File: src/rtl/seven_segment_capture.sv
// rtl/seven_segment_capture.sv - samples a multiplexed seven-segment bus and decodes it back to a hex frame
module seven_segment_capture #(
  parameter int NUM_DIGITS    = 4,
  parameter int STABLE_CYCLES = 4
) (
  input  logic                    clk,
  input  logic                    rst,
  input  logic [6:0]              seg_in,
  input  logic [NUM_DIGITS-1:0]   digit_sel,
  output logic [4*NUM_DIGITS-1:0] value,
  output logic [NUM_DIGITS-1:0]   digit_err,
  output logic                    out_valid,
  input  logic                    out_ready,
  output logic                    overrun
);
  localparam int CW = $clog2(STABLE_CYCLES + 1);
  localparam logic [CW-1:0] CMAX = CW'(STABLE_CYCLES);

  logic [6:0]              seg_q, seg_p;
  logic [NUM_DIGITS-1:0]   sel_q, sel_p;
  logic [CW-1:0]           cnt, cnt_n;
  logic [NUM_DIGITS-1:0]   mask, mask_n;
  logic [4*NUM_DIGITS-1:0] work, work_n;
  logic [NUM_DIGITS-1:0]   werr, werr_n;
  logic                    legal, same, capture, frame_done;
  logic [3:0]              nib;
  logic                    bad;

  // Returns {illegal, nibble}; segment order is gfedcba.
  function automatic logic [4:0] decode(input logic [6:0] s);
    case (s)
      7'b0111111: decode = 5'h00;
      7'b0000110: decode = 5'h01;
      7'b1011011: decode = 5'h02;
      7'b1001111: decode = 5'h03;
      7'b1100110: decode = 5'h04;
      7'b1101101: decode = 5'h05;
      7'b1111101: decode = 5'h06;
      7'b0000111: decode = 5'h07;
      7'b1111111: decode = 5'h08;
      7'b1101111: decode = 5'h09;
      7'b1110111: decode = 5'h0a;
      7'b1111100: decode = 5'h0b;
      7'b0111001: decode = 5'h0c;
      7'b1011110: decode = 5'h0d;
      7'b1111001: decode = 5'h0e;
      7'b1110001: decode = 5'h0f;
      default:    decode = 5'h10;
    endcase
  endfunction

  always_comb begin
    legal = $onehot(sel_q);
    same  = (sel_q == sel_p) && (seg_q == seg_p);
    if (!legal)
      cnt_n = '0;
    else if (!same)
      cnt_n = CW'(1);
    else if (cnt == CMAX)
      cnt_n = cnt;
    else
      cnt_n = cnt + CW'(1);
    // Fire only on the transition into CMAX so a held dwell captures once.
    capture = legal && (cnt_n == CMAX) && !(same && (cnt == CMAX));
    {bad, nib} = decode(seg_q);
    work_n = work;
    werr_n = werr;
    mask_n = mask;
    for (int i = 0; i < NUM_DIGITS; i++) begin
      if (capture && sel_q[i]) begin
        work_n[4*i +: 4] = nib;
        werr_n[i]        = bad;
        mask_n[i]        = 1'b1;
      end
    end
    frame_done = (mask_n == '1);
  end

  always_ff @(posedge clk) begin
    if (rst) begin
      seg_q     <= '0;
      seg_p     <= '0;
      sel_q     <= '0;
      sel_p     <= '0;
      cnt       <= '0;
      mask      <= '0;
      work      <= '0;
      werr      <= '0;
      value     <= '0;
      digit_err <= '0;
      out_valid <= 1'b0;
      overrun   <= 1'b0;
    end else begin
      seg_q <= seg_in;
      sel_q <= digit_sel;
      seg_p <= seg_q;
      sel_p <= sel_q;
      cnt   <= cnt_n;
      work  <= work_n;
      werr  <= werr_n;
      if (frame_done) begin
        mask <= '0;
        if (!out_valid || out_ready) begin
          value     <= work_n;
          digit_err <= werr_n;
          out_valid <= 1'b1;
        end else begin
          overrun <= 1'b1;
        end
      end else begin
        mask <= mask_n;
        if (out_valid && out_ready)
          out_valid <= 1'b0;
      end
    end
  end
endmodule

File: config.mk
export PLATFORM = sky130hd
export DESIGN_NAME = seven_segment_capture
export DESIGN_NICKNAME = d
export VERILOG_FILES = /design/src/rtl/seven_segment_capture.sv
export SDC_FILE = /design/constraint.sdc
export NUM_CORES = 1
export LEC_CHECK = 0
export BUFFER_PORTS_ARGS = -buffer_cell sky130_fd_sc_hd__buf_2
export CAP_MARGIN = 25
export CORE_AREA = 3 3 86 88
export DETAILED_ROUTE_END_ITERATION = 7
export DIE_AREA = 0 0 89 91
export PLACE_DENSITY = 0.69
export SLEW_MARGIN = 25
export SYNTH_ARGS = -nofsm -noshare
export SYNTH_HDL_FRONTEND = slang
export SYNTH_SLANG_ARGS = --single-unit
File: constraint.sdc
create_clock -name clk -period 4.55 [get_ports clk]
set_input_delay 0.6825 -clock clk [delete_from_list [all_inputs] [get_ports clk]]
set_output_delay 0.6825 -clock clk [all_outputs]
set_load 0.02 [all_outputs]
* Yosys cells after proc, flatten, opt, wreduce, memory -nomap -nowiden
Cells that the tools add are included.
** Cells by class
- $add $sub $neg :: 4
- Multipliers :: 0
- Divide/modulo/power cells :: 0
- Order comparisons :: 0
- Equality and inequality tests :: 23
- Shift-type cells :: 0
- Mux-type cells :: 19
- Bitwise logic cells :: 1
- Reductions and logical operators :: 17
** Operator list (number)
- $eq A7 B7 Y1 const B :: 12
- $pmux W5 S16 :: 1
- $mux W4 :: 4
- $eq A7 B3 Y1 const B :: 2
- $eq A7 B6 Y1 const B :: 2
- $mux W1 :: 11
- $logic_and A1 B1 Y1 :: 9
- $mux W3 :: 3
- $eq A7 B7 Y1 :: 1
- $eq A3 B3 Y1 const B :: 2
- $reduce_and A2 Y1 :: 3
- $add A1 B1 Y2 :: 2
- $eq A4 B4 Y1 :: 1
- $eq A4 B4 Y1 const B :: 1
- $add A2 B2 Y3 :: 1
- $add A3 B1 Y3 const B :: 1
- $eq A3 B1 Y1 const B :: 1
- $logic_not A1 Y1 :: 2
- $ne A2 B1 Y1 const B :: 1
- $reduce_bool A2 Y1 :: 1
- $reduce_or A2 Y1 :: 1
- $logic_or A1 B1 Y1 :: 1
- $not A1 Y1 :: 1
** Word-level totals
- Flip-flop bits (word level) :: 71
- Latch bits :: 0
- Bits in writable memories :: 0
- ROM bits :: 0
- Input port bits :: 14
- Output and inout bits :: 22
- Logic and storage cells :: 76
- Memories :: 0

* Depth between registers and ports, before layout
- Word-level depth :: 12
- Mapped depth :: 14
- Mapped depth without buffers :: 12

* Worst setup path before layout
OpenSTA, ideal clock, no wires.
- Kind :: register -> register
- From :: reg sel_q[0]
- To :: reg digit_err[0]
- Library setup time :: 121 ps
- Data arrival time :: 3089 ps
- Data required time :: 4429 ps
- Path slack :: 1340 ps
- Stages on the path, launching flop included :: 15
- Buffers on the path :: 2
- Clock period less this slack :: 3210 ps
- Cells stage by stage :: dfxtp_1 inv_1 fa_1 inv_1 ha_1 ha_1 nor2_1 nand2_1 nor3_1 buf_2 a31oi_1 nor4_4 nand2b_2 buf_6 mux2_4
** On the way
- Cells in the longest elaborated chain, start to end :: 11
- Elaborated cells on any way between the ends :: 23
- Those cells by class :: add/sub (2); eq/ne (4); mux (7); reduce/logical (10)
** Ends and longest elaborated chain
- start, declared :: line 20 : logic [NUM_DIGITS-1:0] sel_q, sel_p;
- start signal, assigned :: line 95 : sel_q <= digit_sel;
- $add A1 B1 Y2 (not written as such) or $eq A4 B4 Y1 (tied branches) :: line 53, 54
- $add A2 B2 Y3 (not written as such) or $logic_and A1 B1 Y1 (tied branches) :: line 53, 54
- $eq A3 B1 Y1 or $mux W3 (tied branches) :: line 53, 57
- $mux W3 :: line 55 : if (!legal)
- $eq A3 B3 Y1 :: line 64 : capture = legal && (cnt_n == CMAX) && !(same && (cnt == CMAX));
- $logic_and A1 B1 Y1 (2 in series) :: line 64
- $logic_and A1 B1 Y1 :: line 70 : if (capture && sel_q[i]) begin
- $mux W1 :: line 70
- $eq A4 B4 Y1 :: line 76 : frame_done = (mask_n == '1);
- $reduce_and A2 Y1 (no line)
- end signal, assigned :: line 105 : digit_err <= werr_n;
- end, declared :: line 11 : output logic [NUM_DIGITS-1:0] digit_err,
Parallel ways exist; a longest one is shown, timed or not.
A chain may end at the register's enable or synchronous reset.

* Worst setup path after layout
- From :: reg sel_q[0]
- To :: reg value[1]
** On the way
- Cells in the longest elaborated chain, start to end :: 11
- Elaborated cells on any way between the ends :: 23
- Those cells by class :: add/sub (2); eq/ne (4); mux (7); reduce/logical (10)
** Ends and longest elaborated chain
- $add A1 B1 Y2 (not written as such) or $eq A4 B4 Y1 (tied branches) :: line 53, 54
- $add A2 B2 Y3 (not written as such) or $logic_and A1 B1 Y1 (tied branches) :: line 53, 54
- $eq A3 B1 Y1 or $mux W3 (tied branches) :: line 53, 57
- $mux W3 :: line 55
- $eq A3 B3 Y1 :: line 64
- $logic_and A1 B1 Y1 (2 in series) :: line 64
- $logic_and A1 B1 Y1 :: line 70
- $mux W1 :: line 70
- $eq A4 B4 Y1 :: line 76
- $reduce_and A2 Y1 (no line)
- end signal, assigned :: line 104 : value <= work_n;
- end, declared :: line 10 : output logic [4*NUM_DIGITS-1:0] value,
Parallel ways exist; a longest one is shown, timed or not.

==> key figures <==
Timing
  – Tcrit/Tclk final: 83.0%
  – Worst slew margin: 48.0%
  – Setup_tns: 0 ps
  – Fin. max-slew vios: 0
  – Hold Fails Final Rpt: 0
  – Setup violations, final: 0
  – Min cycle time layout: 3780 ps
  – Actual transition at the worst max-transition pin: 780 ps
  – RSZ-0062 raised after global routing: no
  – Clk_skew: 13.9 ps
  – Fmax achieved: 265 MHz
  – Final hold slack: 490 ps

Clock network
  – Post-CTS setup buffers: 0
  – CTS tree: yes
  – Hold_buf cts: 0
  – TritonCTS Buffers: 9
  – CTS root buf: clkbuf_8
  – Clk sink count: 71
  – Clock H-tree levels: 3
  – Worst skew pair latency: 340 ps
  – Post-cts sizing count: 0
  – Clk slew on worst S/H paths: 80 ps
  – CTS Buffer Depth: 2

Detailed routing
  – Drt first pass iters: 4
  – Uppermost layer routed: met4
  – Metal2 WL: 3010 µm
  – Vias: 2352
  – Post-DR vias/cell: 5.31
  – Met3 WL: 234 µm
  – Final wirelength: 6310 µm
  – Antenna Nets Post-Route: 0
  – Wl on met1: 2980 µm
  – DRC viols: 0
  – Drt wl/cell: 14.2 µm
  – DR iter-0 viols: 109

Floorplan
  – Core area: 6720 µm²
  – Ports: 36
  – Rows: 30
  – Initial Utilization: 49.8%
  – Die area: 8100 µm²
  – Die H: 91 µm
  – Die W: 89 µm

Synth
  – Post-synthesis xor/xnor area fraction: 4.98%
  – Adder-cell share of the synthesized area: 2.10%
  – Post-synthesis simple-gate area fraction: 23.9%
  – Library cells used by synthesis: 51
  – Mux share of post-synthesis cell area: 14.1%
  – Post-synth EDFFs: 0
  – Area share of the largest cell type after synthesis: 42.5%
  – Asr flop ratio synth: 0%
  – Cells after Synth: 337
  – Synth top cells by count: dfxtp_1, nor2b_1, nor2_1
  – Synth Flop Type: dfxtp_1
  – Syn Std Cell Area: 3340 µm²
  – Mean area per synthesized cell: 9.92 µm²
  – Yosys warns: 0
  – Mapped Nets: 356
  – Seq/Total Area, Yosys: 42.5%
  – Biggest area consumer among synthesized cells: dfxtp_1
  – Post-synthesis register bit count: 71
  – Synth top area cells: dfxtp_1, mux2_4, nor2b_1, mux2i_1, nor2_1
  – Largest family of logic cells by synthesized area: simple AND/OR/NAND/NOR gates
  – Most common cell in the synthesized netlist: dfxtp_1
  – Complex-gate fraction of the synthesized area: 7.11%

Pwr
  – Total power: 1240 µW
  – Max IR drop VDD: 0.000275 V
  – Leakage: 0.00153 µW
  – P per Cell Area: 337 nW/µm²

Placement
  – Final HPWL DP: 4300 µm
  – PortBufs: 35
  – Placed cells: 427
  – Post-Place Cell Area: 3490 µm²
  – RD Place Congestion: 0.812

Setup path
  – CP max FO: 20
  – CP Cell Sequence: inv_1 > fa_1 > inv_1 > ha_1 > ha_1 > nor2_1 > nand2_1 > nor3_1 > buf_4 > a31oi_1 > nor4_4 > nand2b_2 > mux2_4
  – CP max stage delay: 550 ps
  – R2R Path End: value[1]
  – Crit Path Category: register to register
  – Critical path launch point type: register
  – Bufs and invs on worst path: 3
  – Crit path depth: 13
  – Crit path DAT: 4010 ps
  – CP Data Required Time: 4780 ps
  – RR Startpoint: sel_q[0]
  – Top delay family on crit path: simple AND/OR/NAND/NOR gates
  – Worst Reg-to-Reg Cells: 13
  – Critical Path Sink: value[1]
  – Setup slack, reg-to-reg: 770 ps
  – Worst setup EP type: register
  – Crit-path slowest cell: fa_1
  – Worst Setup SP: sel_q[0]

Flow run
  – Max cap viols: 0

Global route
  – Global-route wire length before repair: 10800 µm
  – Largest net degree at the start of global routing: 44
  – Vias in the first global route: 2209
  – Antenna violations before repair: 0
  – Gr ovfl total: 0
  – Total GRT Usage: 16.9%

Run status
  – Status: completed

Cells and area
  – Share of cells above drive strength 1: 23.1%
  – Synthesis-to-finish area growth: 10.5%
  – Final #Nets: 377
  – Post-Layout Cell Count: 443
  – # diodes: 0
  – Finished Cell Area: 3690 µm²

Worst hold path
  – HP Start: overrun
  – Hold Path Class: register to register
==> cells by family after synthesis <==
kind of cell             Yosys count
AO/OA/AOI/OAI                     36
XOR/XNOR                          13
adder cells (fa/ha/maj)            5
buffers and inverters             36
flip-flops                        71
multiplexers                      37
AND/OR/NAND/NOR                  139
==> tightest hold or removal path: stages (launching register included) <==
cell	delay [ps]
dfxtp_1	340
a21oi_1	50
nor2_1	70
==> state kept, by name, summed over array words and instances (netlist names) <==
register and cells:
cnt 3, digit_err 4, mask 4, out_valid 1, overrun 1, seg_p 7, seg_q 7, sel_p 4
sel_q 4, value 16, werr 4, work 16
==> how the worst min path moves through the flow <==
stage | depth (start not counted) | slack, ps | end
global placement | 2 | 470 | overrun
floorplan | 2 | 470 | cnt[1]
finish | 2 | 490 | overrun
CTS | 2 | 480 | overrun
global route | 2 | 520 | overrun
detailed placement | 2 | 460 | overrun
==> placed cells by master, fill, tap and decap left out, types with 3 or more instances in the layout <==
master,count
a211oi_1,5
a21oi_1,9
a31oi_1,4
and3_1,9
buf_2,35
clkbuf_8,10
dfxtp_1,71
ha_1,4
inv_1,9
mux2_4,20
mux2i_1,17
nand2_1,13
nand2b_1,5
nand3_1,5
nand3b_1,3
nand4_1,3
nor2_1,32
nor2b_1,39
nor3_1,13
nor4_1,3
o21ai_1,3
xnor2_1,4
xnor2_2,7
==> layout make-up <==
| type | count | area (µm²) |
|---|---|---|
| fillers | 586 | 3020 |
| multi-input cells | 230 | 1740 |
| flip-flops and latches | 71 | 1420 |
| repair buffers | 37 | 190 |
| clock buffers | 10 | 138 |
| well taps | 80 | 100 |
| clock inverters | 6 | 67.6 |
| inverters | 9 | 33.8 |
==> per-layer routing <==
metal / up-vias / global-route usage [%]
met4: 0 / 5.46
li1: 1189 / -
met2: 41 / 25.6
met1: 1117 / 22.8
met3: 5 / 5.17
met5: - / 0
==> power by group <==
part,switching [µW],internal [µW],leakage [µW]
combinational,39.6,35.4,0.000855
sequential,22.6,631,0.000577
clock,246,270,0.0000989
total,308,936,0.00153
==> stage by stage <==
stage	utilization (%)	setup slack, ps
6_report	55.0	772
5_1_grt	55.0	510
4_1_cts	55.0	746
3_5_place_dp	51.9	746
3_3_place_gp	51.9	882
2_1_floorplan	-	1340
No activity file was read; power rests on OpenSTA's default activity.
